File: config.mk
export PLATFORM = sky130hd
export DESIGN_NAME = timer_ctrl
export DESIGN_NICKNAME = d
export VERILOG_FILES = /design/src/rtl/timer_ctrl.sv
export SDC_FILE = /design/constraint.sdc
export NUM_CORES = 1
export LEC_CHECK = 0
export BUFFER_PORTS_ARGS = -buffer_cell sky130_fd_sc_hd__buf_4
export CAP_MARGIN = 0
export CORE_MARGIN = 2
export CORE_UTILIZATION = 35
export CTS_CLUSTER_SIZE = 25
export DETAILED_ROUTE_END_ITERATION = 16
export GPL_TIMING_DRIVEN = 1
export PLACE_DENSITY_LB_ADDON = 0.1
export SLEW_MARGIN = 5
export SYNTH_ARGS = -nofsm -noshare
export SYNTH_HDL_FRONTEND = slang
export SYNTH_SLANG_ARGS = --single-unit
File: constraint.sdc
create_clock -name clk -period 2.7 [get_ports clk]
set_input_delay 0 -clock clk [delete_from_list [all_inputs] [get_ports clk]]
set_output_delay 0 -clock clk [all_outputs]
set_load 0.03 [all_outputs]
File: src/rtl/timer_ctrl.sv
// rtl/timer_ctrl.sv - register-mapped match timer with one-shot/periodic modes and level interrupt
// Registers: CTRL {IE,PERIODIC,EN}, MATCH, COUNT (live), STATUS {PEND}; 1-cycle registered reads.
module timer_ctrl #(
   parameter int N = 32
) (
   input  logic         clk,
   input  logic         reset,
   input  logic [1:0]   addr,
   input  logic         we,
   input  logic [N-1:0] wdata,
   input  logic         re,
   output logic [N-1:0] rdata,
   output logic         irq,
   output logic [1:0]   state
);

   localparam logic [1:0] S_IDLE = 2'd0;
   localparam logic [1:0] S_RUN  = 2'd1;
   localparam logic [1:0] S_DONE = 2'd2;

   localparam logic [1:0] A_CTRL   = 2'd0;
   localparam logic [1:0] A_MATCH  = 2'd1;
   localparam logic [1:0] A_COUNT  = 2'd2;
   localparam logic [1:0] A_STATUS = 2'd3;

   logic [1:0]   r_state;
   logic [1:0]   w_state_nxt;
   logic         r_en;
   logic         r_periodic;
   logic         r_ie;
   logic [N-1:0] r_match;
   logic [N-1:0] r_count;
   logic         r_pend;
   logic [N-1:0] r_rdata;

   logic w_ctrl_wr;
   logic w_match_wr;
   logic w_count_wr;
   logic w_status_wr;
   logic w_hit;
   logic w_expire;

   assign w_ctrl_wr   = we && (addr == A_CTRL);
   assign w_match_wr  = we && (addr == A_MATCH);
   assign w_count_wr  = we && (addr == A_COUNT);
   assign w_status_wr = we && (addr == A_STATUS);
   assign w_hit       = (r_count == r_match);

   // Any CTRL or COUNT write in RUN takes priority over the compare for that cycle.
   assign w_expire = (r_state == S_RUN) && !w_ctrl_wr && !w_count_wr && w_hit;

   always_ff @(posedge clk) begin
      if (reset) begin
         r_state <= S_IDLE;
      end else begin
         r_state <= w_state_nxt;
      end
   end

   always_comb begin
      w_state_nxt = r_state;
      case (r_state)
         S_IDLE: begin
            if (w_ctrl_wr && wdata[0]) begin
               w_state_nxt = S_RUN;
            end
         end
         S_RUN: begin
            if (w_ctrl_wr) begin
               w_state_nxt = wdata[0] ? S_RUN : S_IDLE;
            end else if (w_expire && !r_periodic) begin
               w_state_nxt = S_DONE;
            end
         end
         S_DONE: begin
            if (w_ctrl_wr) begin
               w_state_nxt = wdata[0] ? S_RUN : S_IDLE;
            end
         end
         default: w_state_nxt = S_IDLE;
      endcase
   end

   always_comb begin
      state = r_state;
      irq   = r_pend & r_ie;
   end

   // A CTRL write with EN=1 (re)starts from zero in every state.
   always_ff @(posedge clk) begin
      if (reset) begin
         r_count <= '0;
      end else if (w_ctrl_wr && wdata[0]) begin
         r_count <= '0;
      end else if ((r_state == S_RUN) && !w_ctrl_wr) begin
         if (w_count_wr) begin
            r_count <= wdata;
         end else if (w_hit) begin
            r_count <= '0;
         end else begin
            r_count <= r_count + 1'b1;
         end
      end
   end

   always_ff @(posedge clk) begin
      if (reset) begin
         r_en       <= 1'b0;
         r_periodic <= 1'b0;
         r_ie       <= 1'b0;
      end else if (w_ctrl_wr) begin
         r_en       <= wdata[0];
         r_periodic <= wdata[1];
         r_ie       <= wdata[2];
      end else if (w_expire && !r_periodic) begin
         r_en <= 1'b0;
      end
   end

   always_ff @(posedge clk) begin
      if (reset) begin
         r_match <= '0;
      end else if (w_match_wr) begin
         r_match <= wdata;
      end
   end

   always_ff @(posedge clk) begin
      if (reset) begin
         r_pend <= 1'b0;
      end else if (w_expire) begin
         r_pend <= 1'b1;
      end else if (w_status_wr && wdata[0]) begin
         r_pend <= 1'b0;
      end
   end

   always_ff @(posedge clk) begin
      if (reset) begin
         r_rdata <= '0;
      end else if (re) begin
         case (addr)
            A_CTRL:   r_rdata <= {{(N-3){1'b0}}, r_ie, r_periodic, r_en};
            A_MATCH:  r_rdata <= r_match;
            A_COUNT:  r_rdata <= r_count;
            A_STATUS: r_rdata <= {{(N-1){1'b0}}, r_pend};
            default:  r_rdata <= '0;
         endcase
      end
   end

   assign rdata = r_rdata;

endmodule

* Word-level counts from Yosys, hierarchy flattened *
Index checks and enable logic that the tools add are counted.
W data, S select, Z words.

cells by class
  div/mod/pow operators = 0
  reduce and logical (&&, ||, !) cells = 19
  multiplexer cells = 13
  multiply operators = 0
  magnitude comparators = 0
  bitwise operators = 1
  shift operators = 0
  $add $sub $neg = 1
  equal/unequal tests = 9

operators by type and width
  cell                     count
  $pmux W32 S4             1
  $mux W32                 2
  $add A32 B1 Y32 const B  1
  $eq A32 B32 Y1           1
  $logic_and A1 B1 Y1      10
  $mux W2                  4
  $eq A2 B2 Y1 const B     3
  $pmux W2 S3              1
  $mux W1                  5
  $eq A2 B1 Y1 const B     2
  $logic_not A2 Y1         2
  $ne A2 B2 Y1 const B     2
  $reduce_bool A2 Y1       2
  $logic_not A1 Y1         3
  $ne A3 B3 Y1 const B     1
  $reduce_and A3 Y1        1
  $reduce_or A2 Y1         1
  $and A1 B1 Y1            1

word-level totals
  bits in latches = 0
  bits in registers = 102
  output and inout port bits = 35
  memory bits (read-only) = 0
  memories = 0
  bits of input ports = 38
  memory bits (writable) = 0

* Depth between registers and ports, before layout *
Gate-level depths: netlist (run 1).

  word-level depth = 10
  gate-level depth with buffers = 10

* Worst setup path before layout (run 1) *
No wires, ideal clock.

  kind = reg-to-reg
  start point = register r_count[1]
  end point = register r_count[28]
  period minus slack after synthesis = 1.777 ns
  setup slack = 0.923 ns
  cell stages (with the launch flop) = 8
  arrival = 1.686 ns
  setup time = 0.091 ns
  data required time = 2.609 ns
  cell sequence = dfxtp_1 ha_1 nand3_2 nor2_1 nand4_4 o31ai_1 a21oi_1 a311oi_1

on the way
  longest elaborated chain between the ends = 3

ends and longest elaborated chain
  item                                               RTL line  text
  from (decl)                                        32        logic [N-1:0] r_count;
  from (signal assigned)                             97        r_count <= wdata;
  from (signal assigned)                             101       r_count <= r_count + 1'b1;
  $add A32 B1 Y32 or $eq A32 B32 Y1 (tied branches)  101, 47
  $mux W32 *                                         98        end else if (w_hit) begin
  $mux W32 *                                         96        if (w_count_wr) begin

Every way passes the cells marked *; elsewhere a longest branch is shown, timed or not.
A chain may end at the register's enable or synchronous reset.

* Final worst setup path (run 1) *
  start point = register r_count[7]
  end point = register r_count[2]

on the way
  longest elaborated chain between the ends = 3

ends and longest elaborated chain
  item            RTL line  text
  $eq A32 B32 Y1  47        assign w_hit = (r_count == r_match);
  $mux W32        98
  $mux W32        96

Every way passes these cells.

==> results of run 1 <==
==> layer usage <==
layer,vias up,wire (um)
li1,2600,-
met3,26,768
met5,-,0
met1,2545,7890
met2,138,7930
met4,0,450
==> worst max-delay path: stages (launching register included) <==
cell and delay, ns:
dfxtp_1 0.41, xnor2_1 0.38, nand4_1 0.23, nor4_2 0.40
nand2_1 0.35, buf_4 0.31, o21ai_0 0.10, a31oi_1 0.11
==> synthesized netlist by cell type, types with 3 or more instances <==
cell type	n
nand2_1	116
dfxtp_1	102
a21oi_1	49
nor2_1	39
a211oi_1	33
nand3_1	33
clkbuf_1	31
xnor2_1	31
a22oi_1	30
and3_1	24
a31oi_1	23
buf_2	21
nor4_1	20
o21ai_0	19
nand4_1	17
buf_4	9
buf_6	8
o21ai_1	6
inv_1	5
nor3_1	5
a311oi_1	4
or3_1	4
a221oi_1	3
and2_1	3
mux2i_1	3
nor4_2	3
==> final cells by class <==
class                      instances  share of cell area (%)
tap                              188                    3.57
timing repair buffer             122                    15.1
inverter                           5                   0.285
sequential                       102                    31.0
clock buffer                      15                    4.37
multi-input combinational        506                    45.7
==> stage by stage <==
stage / power [uW] / instances / setup slack, ns / hold WS, ns / cell area (sq um)
floorplan: 1920 / 684 / 0.923 / 0.136 / 5450
global placement: 2100 / 891 / 0.359 / 0.257 / 5980
detailed placement: 2100 / 891 / 0.324 / 0.266 / 5980
CTS: 3430 / 938 / 0.295 / 0.0416 / 6590
finish: 3390 / 938 / 0.284 / 0.0390 / 6590
global route: 3530 / 938 / 0.141 / 0.0460 / 6590
==> kinds of logic after synthesis <==
logic type               count (synthesis)  share of synthesized area [%]
AO/OA/AOI/OAI                          180                           21.2
XOR/XNOR                                32                           5.28
adder cells (fa/ha/maj)                  1                          0.230
buffers and inverters                   76                           7.44
flip-flops                             102                           37.5
multiplexers                             6                           1.38
AND/OR/NAND/NOR                        287                           27.0
==> registers in the layout (all words and copies together), names as in the netlist <==
name	cells
r_periodic	1
rdata	32
r_ie	1
r_en	1
r_match	32
r_count	32
state	2
r_pend	1
==> path summary, 6_finish.rpt <==
check | from | endpoint | slack (ns)
max | r_count[7] | r_count[2] | 0.28
min | we | r_pend | 0.04
max reg2reg | r_count[7] | r_count[2] | 0.28
min reg2reg | r_ie | r_ie | 0.48
==> power groups by stage <==
stage | Combinational [uW] | Sequential, uW | Clock (uW)
6_report | 505 | 1590 | 1290
3_5_place_dp | 471 | 1630 | 0
5_1_grt | 551 | 1600 | 1380
4_1_cts | 510 | 1590 | 1330
2_1_floorplan | 253 | 1660 | 0
3_3_place_gp | 470 | 1630 | 0
==> timing repair <==
item                       in CTS  in global routing
hold buffers                   32                  0
setup endpoints to repair       0                  0
hold endpoints to repair       59                  0
==> results.sh, run 1 <==
export IMPL_drtAntennaViolNets=0
export IMPL_dpl_hpwl_mm=11.6
export IMPL_critical_path_class="flop to flop"
export IMPL_hold_class="primary input to flop"
export IMPL_hold_path_depth=4
export IMPL_busiest_layer="met2"
export IMPL_grt_ovfl_total=0
export IMPL_io_pins=73
export IMPL_synth_area_leaders="dfxtp_1 37%, nand2_1 8.0%, xnor2_1 5.0%"
export IMPL_p_switching_uw=913
export IMPL_nFillCells=1569
export IMPL_layout_common_cells="116 x nand2_1, 102 x dfxtp_1, 90 x buf_4"
export IMPL_dieArea_sq_um=16600
export IMPL_timing_fmax_mhz=414
export IMPL_netlist_instances=684
export IMPL_synth_edf_count=0
export IMPL_finalHoldViolCount=0
export IMPL_port_buffers=72
export IMPL_synth_top_area_share_pct=37.5
export IMPL_grt_usage_pct=21.2
export IMPL_cts_resized=0
export IMPL_start_util_pct=35.8
export IMPL_synth_nets=723
export IMPL_ys_seq_area_share_pct=37.5
export IMPL_tightest_slew_ns=0.768
export IMPL_use_met2_pct=33.4
export IMPL_cts_sinks=102
export IMPL_core_area_sq_um=15200
export IMPL_slew_viol_final=0
export IMPL_syn_to_final_growth_pct=20.9
export IMPL_rsz0062_at_grt="false"
export IMPL_clockRootBuffer="clkbuf_16"
export IMPL_rows=45
export IMPL_ys_ff_latch=102
export IMPL_cts_tree="built"
export IMPL_netlist_area_sq_um=5450
export IMPL_reg2reg_depth=7
export IMPL_antenna_found_initial=0
export IMPL_ff_latch_area_sq_um=2040
export IMPL_slew_headroom_pct=48.8
export IMPL_final_common_cell="nand2_1"
export IMPL_grtUsageMet1_pct=28.7
export IMPL_wl_per_cell_um=18.2
export IMPL_antennaDiodeCount=0
export IMPL_status="complete, no violations"
export IMPL_grt_pass1_vias=5093
export IMPL_avgSynthCellArea_sq_um=7.96
export IMPL_grt_max_degree=71
export IMPL_synthFlopType="dfxtp_1"
export IMPL_period_needed_ns=2.42
export IMPL_setup_tns_ns=0
export IMPL_critPathLaunchType="flop"
export IMPL_power_frac_comb_pct=14.9
export IMPL_p_leak_uw=0.00226
export IMPL_yosys_warnings=0
export IMPL_path_max_fanout=13
export IMPL_drive_gt1_share_pct=16.5
export IMPL_setup_violations=0
export IMPL_cts_path_max_buffers=2
export IMPL_post_cts_buffers=0
export IMPL_grt_use_met3_pct=4.82
export IMPL_grt_pass1_wl_mm=27.6
export IMPL_route_detailed_drc=0
export IMPL_first_pass_iters=5
export IMPL_async_reset_ff_share_pct=0
export IMPL_avgViaCountPerCell=5.66
export IMPL_peakVddDrop_mv=0.351
export IMPL_clkSlewWorstSetupHoldPaths_ns=0.07
export IMPL_maxCapViolCount=0
export IMPL_critPathCaptureType="flop"
export IMPL_drt_initial_drc_count=442
export IMPL_pwr_share_seq_pct=47.0
export IMPL_synth_distinct_cells=60
export IMPL_clkPwrFrac_pct=38.1
export IMPL_cp_required_ns=2.93
export IMPL_switching_share_pct=27.0
export IMPL_routabilityCongestion=0.891
export IMPL_powerDensity_nw_per_um2=514
export IMPL_p_int_uw=2470
export IMPL_multiInputGateArea_sq_um=3010
export IMPL_die_w_um=129
export IMPL_die_height_um=129
export IMPL_fin_util_pct=43.3
export IMPL_cts_buffers=9
export IMPL_yosysTopAreaCell="dfxtp_1"
export IMPL_cp_data_arrival_time_ns=2.65
export IMPL_clock_skew_ns=0.00973
export IMPL_h_tree_depth=3
export IMPL_clk_insertion_delay_late_ns=0.36
export IMPL_fin_crit_sh_pct=89.5
export IMPL_vias=5309
export IMPL_wl_mm=17.0
export IMPL_nets=785
Power figures use the tool's default switching activity.
==> run 2, diff against run 1 <==
CTS_BUF_LIST = sky130_fd_sc_hd__clkbuf_4 sky130_fd_sc_hd__clkbuf_8   (was not set)
==> run 2 against run 1 <==
Compared with the run above: flip-flop and latch count stayed put; design area is 0.97% lower; largest power group unchanged; non-clock buffer count is 3 higher.
==> results.sh, run 2 (synthesis results as in run 1) <==
export IMPL_grt_pass1_vias=5111
export IMPL_startpoint="r_count[7]"
export IMPL_die_w_um=129
export IMPL_period_needed_ns=2.41
export IMPL_timing_fmax_mhz=414
export IMPL_p_leak_uw=0.00223
export IMPL_maxCapViolCount=0
export IMPL_clkSlewWorstSetupHoldPaths_ns=0.10
export IMPL_critPathCaptureType="flop"
export IMPL_setup_violations=0
export IMPL_hold_class="primary input to flop"
export IMPL_hold_ws_ns=0.0465
export IMPL_dpl_hpwl_mm=11.6
export IMPL_cp_required_ns=2.97
export IMPL_die_height_um=129
export IMPL_avgViaCountPerCell=5.62
export IMPL_post_cts_buffers=0
export IMPL_slew_viol_final=0
export IMPL_grt_ovfl_total=0
export IMPL_r2r_end="r_count[2]"
export IMPL_clockRootBuffer="clkbuf_8"
export IMPL_slew_headroom_pct=50.2
export IMPL_reg2reg_depth=7
export IMPL_rows=45
export IMPL_cp_data_arrival_time_ns=2.69
export IMPL_tightest_slew_ns=0.748
export IMPL_drtAntennaViolNets=0
export IMPL_dpl_cell_area_sq_um=5980
export IMPL_r2r_slack_ns=0.29
export IMPL_nets=788
export IMPL_start_util_pct=35.8
export IMPL_place_inst=891
export IMPL_holdCritStartpoint="addr[0]"
export IMPL_cts_sinks=102
export IMPL_core_area_sq_um=15200
export IMPL_critical_path_class="flop to flop"
export IMPL_h_tree_depth=3
export IMPL_io_pins=73
export IMPL_port_buffers=72
export IMPL_fin_cells=941
export IMPL_fin_crit_sh_pct=89.4
export IMPL_cts_buffers=9
export IMPL_drive_gt1_share_pct=16.7
export IMPL_reg2reg_from="r_count[7]"
export IMPL_setup_tns_ns=0
export IMPL_critPathLaunchType="flop"
export IMPL_whs_endpoint="r_pend"
export IMPL_vias=5293
export IMPL_layout_common_cells="116 x nand2_1, 102 x dfxtp_1, 90 x buf_4"
export IMPL_rsz0062_at_grt="false"
export IMPL_cts_path_max_buffers=2
export IMPL_cts_resized=0
export IMPL_syn_to_final_growth_pct=19.8
export IMPL_grt_pass1_wl_mm=27.8
export IMPL_status="complete, no violations"
export IMPL_powerDensity_nw_per_um2=472
export IMPL_clock_skew_ns=0.00920
export IMPL_first_pass_iters=5
export IMPL_antennaDiodeCount=0
export IMPL_peakVddDrop_mv=0.267
export IMPL_hold_path_depth=4
export IMPL_final_common_cell="nand2_1"
export IMPL_route_detailed_drc=0
export IMPL_grt_max_degree=71
export IMPL_fin_area_sq_um=6530
export IMPL_path_max_fanout=13
export IMPL_cts_tree="built"
export IMPL_wl_mm=17.1
export IMPL_p_total_uw=3080
export IMPL_routabilityCongestion=0.891
export IMPL_drt_initial_drc_count=390
export IMPL_dieArea_sq_um=16600
export IMPL_clk_insertion_delay_late_ns=0.39
export IMPL_antenna_found_initial=0
export IMPL_finalHoldViolCount=0
export IMPL_grt_usage_pct=21.4
export IMPL_wl_per_cell_um=18.2
run 2: changes by cell type in the layout (fill, tap and decap cells not counted):
cell / change
dlygate4sd3_1: +3
clkbuf_4: +2
clkbuf_1: -2
clkbuf_8: +9
clkbuf_16: -9
run 2: layout make-up:
cell class | count | area, sq um
Fill cell | 1580 | 8680
Tap cell | 188 | 235
Timing Repair Buffer | 125 | 1030
Sequential cell | 102 | 2040
Clock buffer | 15 | 194
Inverter | 5 | 18.8
Multi-Input combinational cell | 506 | 3010
run 2: repair_timing:
item	CTS	global route
hold endpoints to repair	66	0
hold buffers	35	0
setup endpoints to repair	0	0
run 2: worst max-delay path, cell delays in order, from the launching register on:
cell	delay, ns
dfxtp_1	0.42
xnor2_1	0.38
nand4_1	0.23
nor4_2	0.40
nand2_1	0.35
buf_4	0.30
o21ai_0	0.10
a31oi_1	0.11
run 2: report_power, final:
group / switching [uW] / leakage, uW / internal, uW
Sequential: 40.9 / 0.000830 / 1550
Clock: 529 / 0.000103 / 454
Combinational: 307 / 0.00130 / 201
run 2: worst max-delay path by stage:
stage,end,slack (ns)
finish,r_count[2],0.29
global route,state[0],0.14
CTS,state[1],0.29
detailed placement,r_count[2],0.32
global placement,r_count[12],0.36
floorplan,r_count[28],0.92
run 2: metrics by stage:
step / utilization [%] / worst slack [ns]
6_report: 42.9 / 0.286
5_1_grt: 42.9 / 0.137
3_3_place_gp: 39.3 / 0.359
2_1_floorplan: - / 0.923
4_1_cts: 42.9 / 0.290
3_5_place_dp: 39.3 / 0.324
run 2: layer usage:
| layer | part of all wire [%] | routed length (um) | track usage, % |
|---|---|---|---|
| met5 | 0 | 0 | 0 |
| met4 | 2.4 | 415 | 8.57 |
| met3 | 5.1 | 872 | 4.78 |
| met2 | 47 | 8060 | 33.2 |
| met1 | 45 | 7760 | 28.8 |
==> run 3, diff against run 2 <==
clock period = 2.2 ns   (was 2.7 ns; I/O delays follow)
==> run 3 against run 2 <==
Compared with the run above: core utilization is 1.7 points higher; die area stayed put; flip-flop and latch count stayed put; sequential power is 23% higher; largest power group unchanged; maximum frequency is 16% higher; non-clock buffer count is 26 higher; sequential share of layout area is 1.2 points lower; via count is 2.2% higher; combinational power is 31% higher; critical path depth stayed put; critical path type unchanged; worst setup slack worse by 0.17 ns; final cell count is 2.9% higher.
==> results.sh, run 3 (synthesis results as in run 1) <==
export IMPL_critPathLaunchType="flop"
export IMPL_whs_endpoint="r_pend"
export IMPL_cp_required_ns=2.51
export IMPL_dieArea_sq_um=16600
export IMPL_rows=45
export IMPL_maxCapViolCount=0
export IMPL_clockRootBuffer="clkbuf_8"
export IMPL_slew_viol_final=0
export IMPL_hold_path_depth=4
export IMPL_antennaDiodeCount=0
export IMPL_reg2reg_depth=7
export IMPL_critPathCaptureType="flop"
export IMPL_reg2reg_from="r_match[23]"
export IMPL_powerDensity_nw_per_um2=598
export IMPL_vias=5412
export IMPL_cts_sinks=102
export IMPL_setup_violations=0
export IMPL_multiInputGateArea_sq_um=3020
export IMPL_status="complete, no violations"
export IMPL_peakVddDrop_mv=0.346
export IMPL_fin_crit_sh_pct=94.7
export IMPL_die_height_um=129
export IMPL_core_area_sq_um=15200
export IMPL_first_pass_iters=4
export IMPL_r2r_slack_ns=0.12
export IMPL_grt_pass1_wl_mm=27.5
export IMPL_drive_gt1_share_pct=19.7
export IMPL_grt_ovfl_total=0
export IMPL_cts_buffers=9
export IMPL_syn_to_final_growth_pct=24.6
export IMPL_critical_path_class="flop to flop"
export IMPL_route_detailed_drc=0
export IMPL_clkSlewWorstSetupHoldPaths_ns=0.10
export IMPL_clock_skew_ns=0.0119
export IMPL_grt_usage_pct=21.1
export IMPL_cts_path_max_buffers=2
export IMPL_clk_insertion_delay_late_ns=0.39
export IMPL_timing_fmax_mhz=480
export IMPL_h_tree_depth=3
export IMPL_die_w_um=129
export IMPL_r2r_end="state[1]"
export IMPL_start_util_pct=35.8
export IMPL_fin_util_pct=44.6
export IMPL_p_leak_uw=0.00240
export IMPL_layout_common_cells="116 x nand2_1, 115 x buf_4, 102 x dfxtp_1"
export IMPL_grt_max_degree=64
export IMPL_cp_data_arrival_time_ns=2.40
export IMPL_path_max_fanout=5
export IMPL_port_buffers=72
export IMPL_rsz0062_at_grt="false"
export IMPL_fin_area_sq_um=6790
export IMPL_antenna_found_initial=0
export IMPL_setup_tns_ns=0
export IMPL_hold_ws_ns=0.0352
export IMPL_avgViaCountPerCell=5.59
export IMPL_drt_initial_drc_count=331
export IMPL_dpl_hpwl_mm=12.1
export IMPL_wl_mm=17.2
export IMPL_drtAntennaViolNets=0
export IMPL_routabilityCongestion=0.868
export IMPL_ff_latch_area_sq_um=2040
export IMPL_nets=814
export IMPL_cts_tree="built"
export IMPL_grt_pass1_vias=5144
export IMPL_hold_class="primary input to flop"
export IMPL_dpl_cell_area_sq_um=6190
export IMPL_slew_headroom_pct=50.9
export IMPL_tightest_slew_ns=0.736
export IMPL_final_common_cell="nand2_1"
export IMPL_finalHoldViolCount=0
export IMPL_nFillCells=1578
export IMPL_holdCritStartpoint="addr[0]"
export IMPL_wl_per_cell_um=17.7
export IMPL_period_needed_ns=2.08
export IMPL_io_pins=73
[run 3: cell count changes in the layout (fill, tap and decap cells not counted), moves of 2 or more]
cell,delta
buf_4,+25
bufinv_16,+3
clkbuf_4,-2
clkbuf_8,-4
clkinv_2,+3
[run 3: what timing repair did]
item                       in CTS  in global routing
setup buffers                   0                  0
setup endpoints to repair       0                  4
hold endpoints to repair       63                  0
gates resized for setup         0                  2
hold buffers                   35                  0
[run 3: layout make-up]
class	count	share of cell area, %
Multi-Input combinational cell	506	44.5
Clock buffer	9	1.83
Sequential cell	102	30.1
Inverter	5	0.277
Timing Repair Buffer	151	18.2
Clock inverter	7	1.66
Tap cell	188	3.47
[run 3: power breakdown]
| group | total, uW | internal (uW) | switching, uW |
|---|---|---|---|
| Clock | 1440 | 750 | 690 |
| Combinational | 667 | 279 | 388 |
| Sequential | 1950 | 1900 | 46.1 |
| Total | 4060 | 2930 | 1120 |
[run 3: how the worst max path moves through the flow]
stage	start	end	slack, ns	depth (start not counted)
after floorplan	r_count[1]	r_count[28]	0.42	7
after global placement	r_match[23]	state[1]	0.14	7
after detailed placement	r_count[0]	r_count[18]	0.12	7
after CTS	r_count[0]	r_count[20]	0.05	7
after global routing	r_count[21]	r_count[15]	0.02	7
final	r_match[23]	state[1]	0.12	7
[run 3: layer usage]
metal	routed length, um	vias up	track usage (%)	part of all wire (%)
li1	-	2660	-	-
met1	7820	2587	28.1	46
met2	8310	149	35.3	48
met3	774	16	4.24	4.5
met4	248	0	5.05	1.4
met5	0	-	0	0
[run 3: critical path, cell delays in order (launching register included)]
cell and delay (ns):
dfxtp_1 0.35, xnor2_1 0.30, buf_4 0.17, nand4_1 0.12, nor4_2 0.30, nand2_1 0.25, or3_1 0.37, a21oi_1 0.14
[run 3: stage by stage]
stage | power [uW] | std cells | setup WS, ns
CTS | 4100 | 968 | 0.0533
finish | 4060 | 968 | 0.117
global route | 4240 | 968 | 0.0181
floorplan | 2350 | 684 | 0.423
detailed placement | 2610 | 917 | 0.124
global placement | 2610 | 917 | 0.141
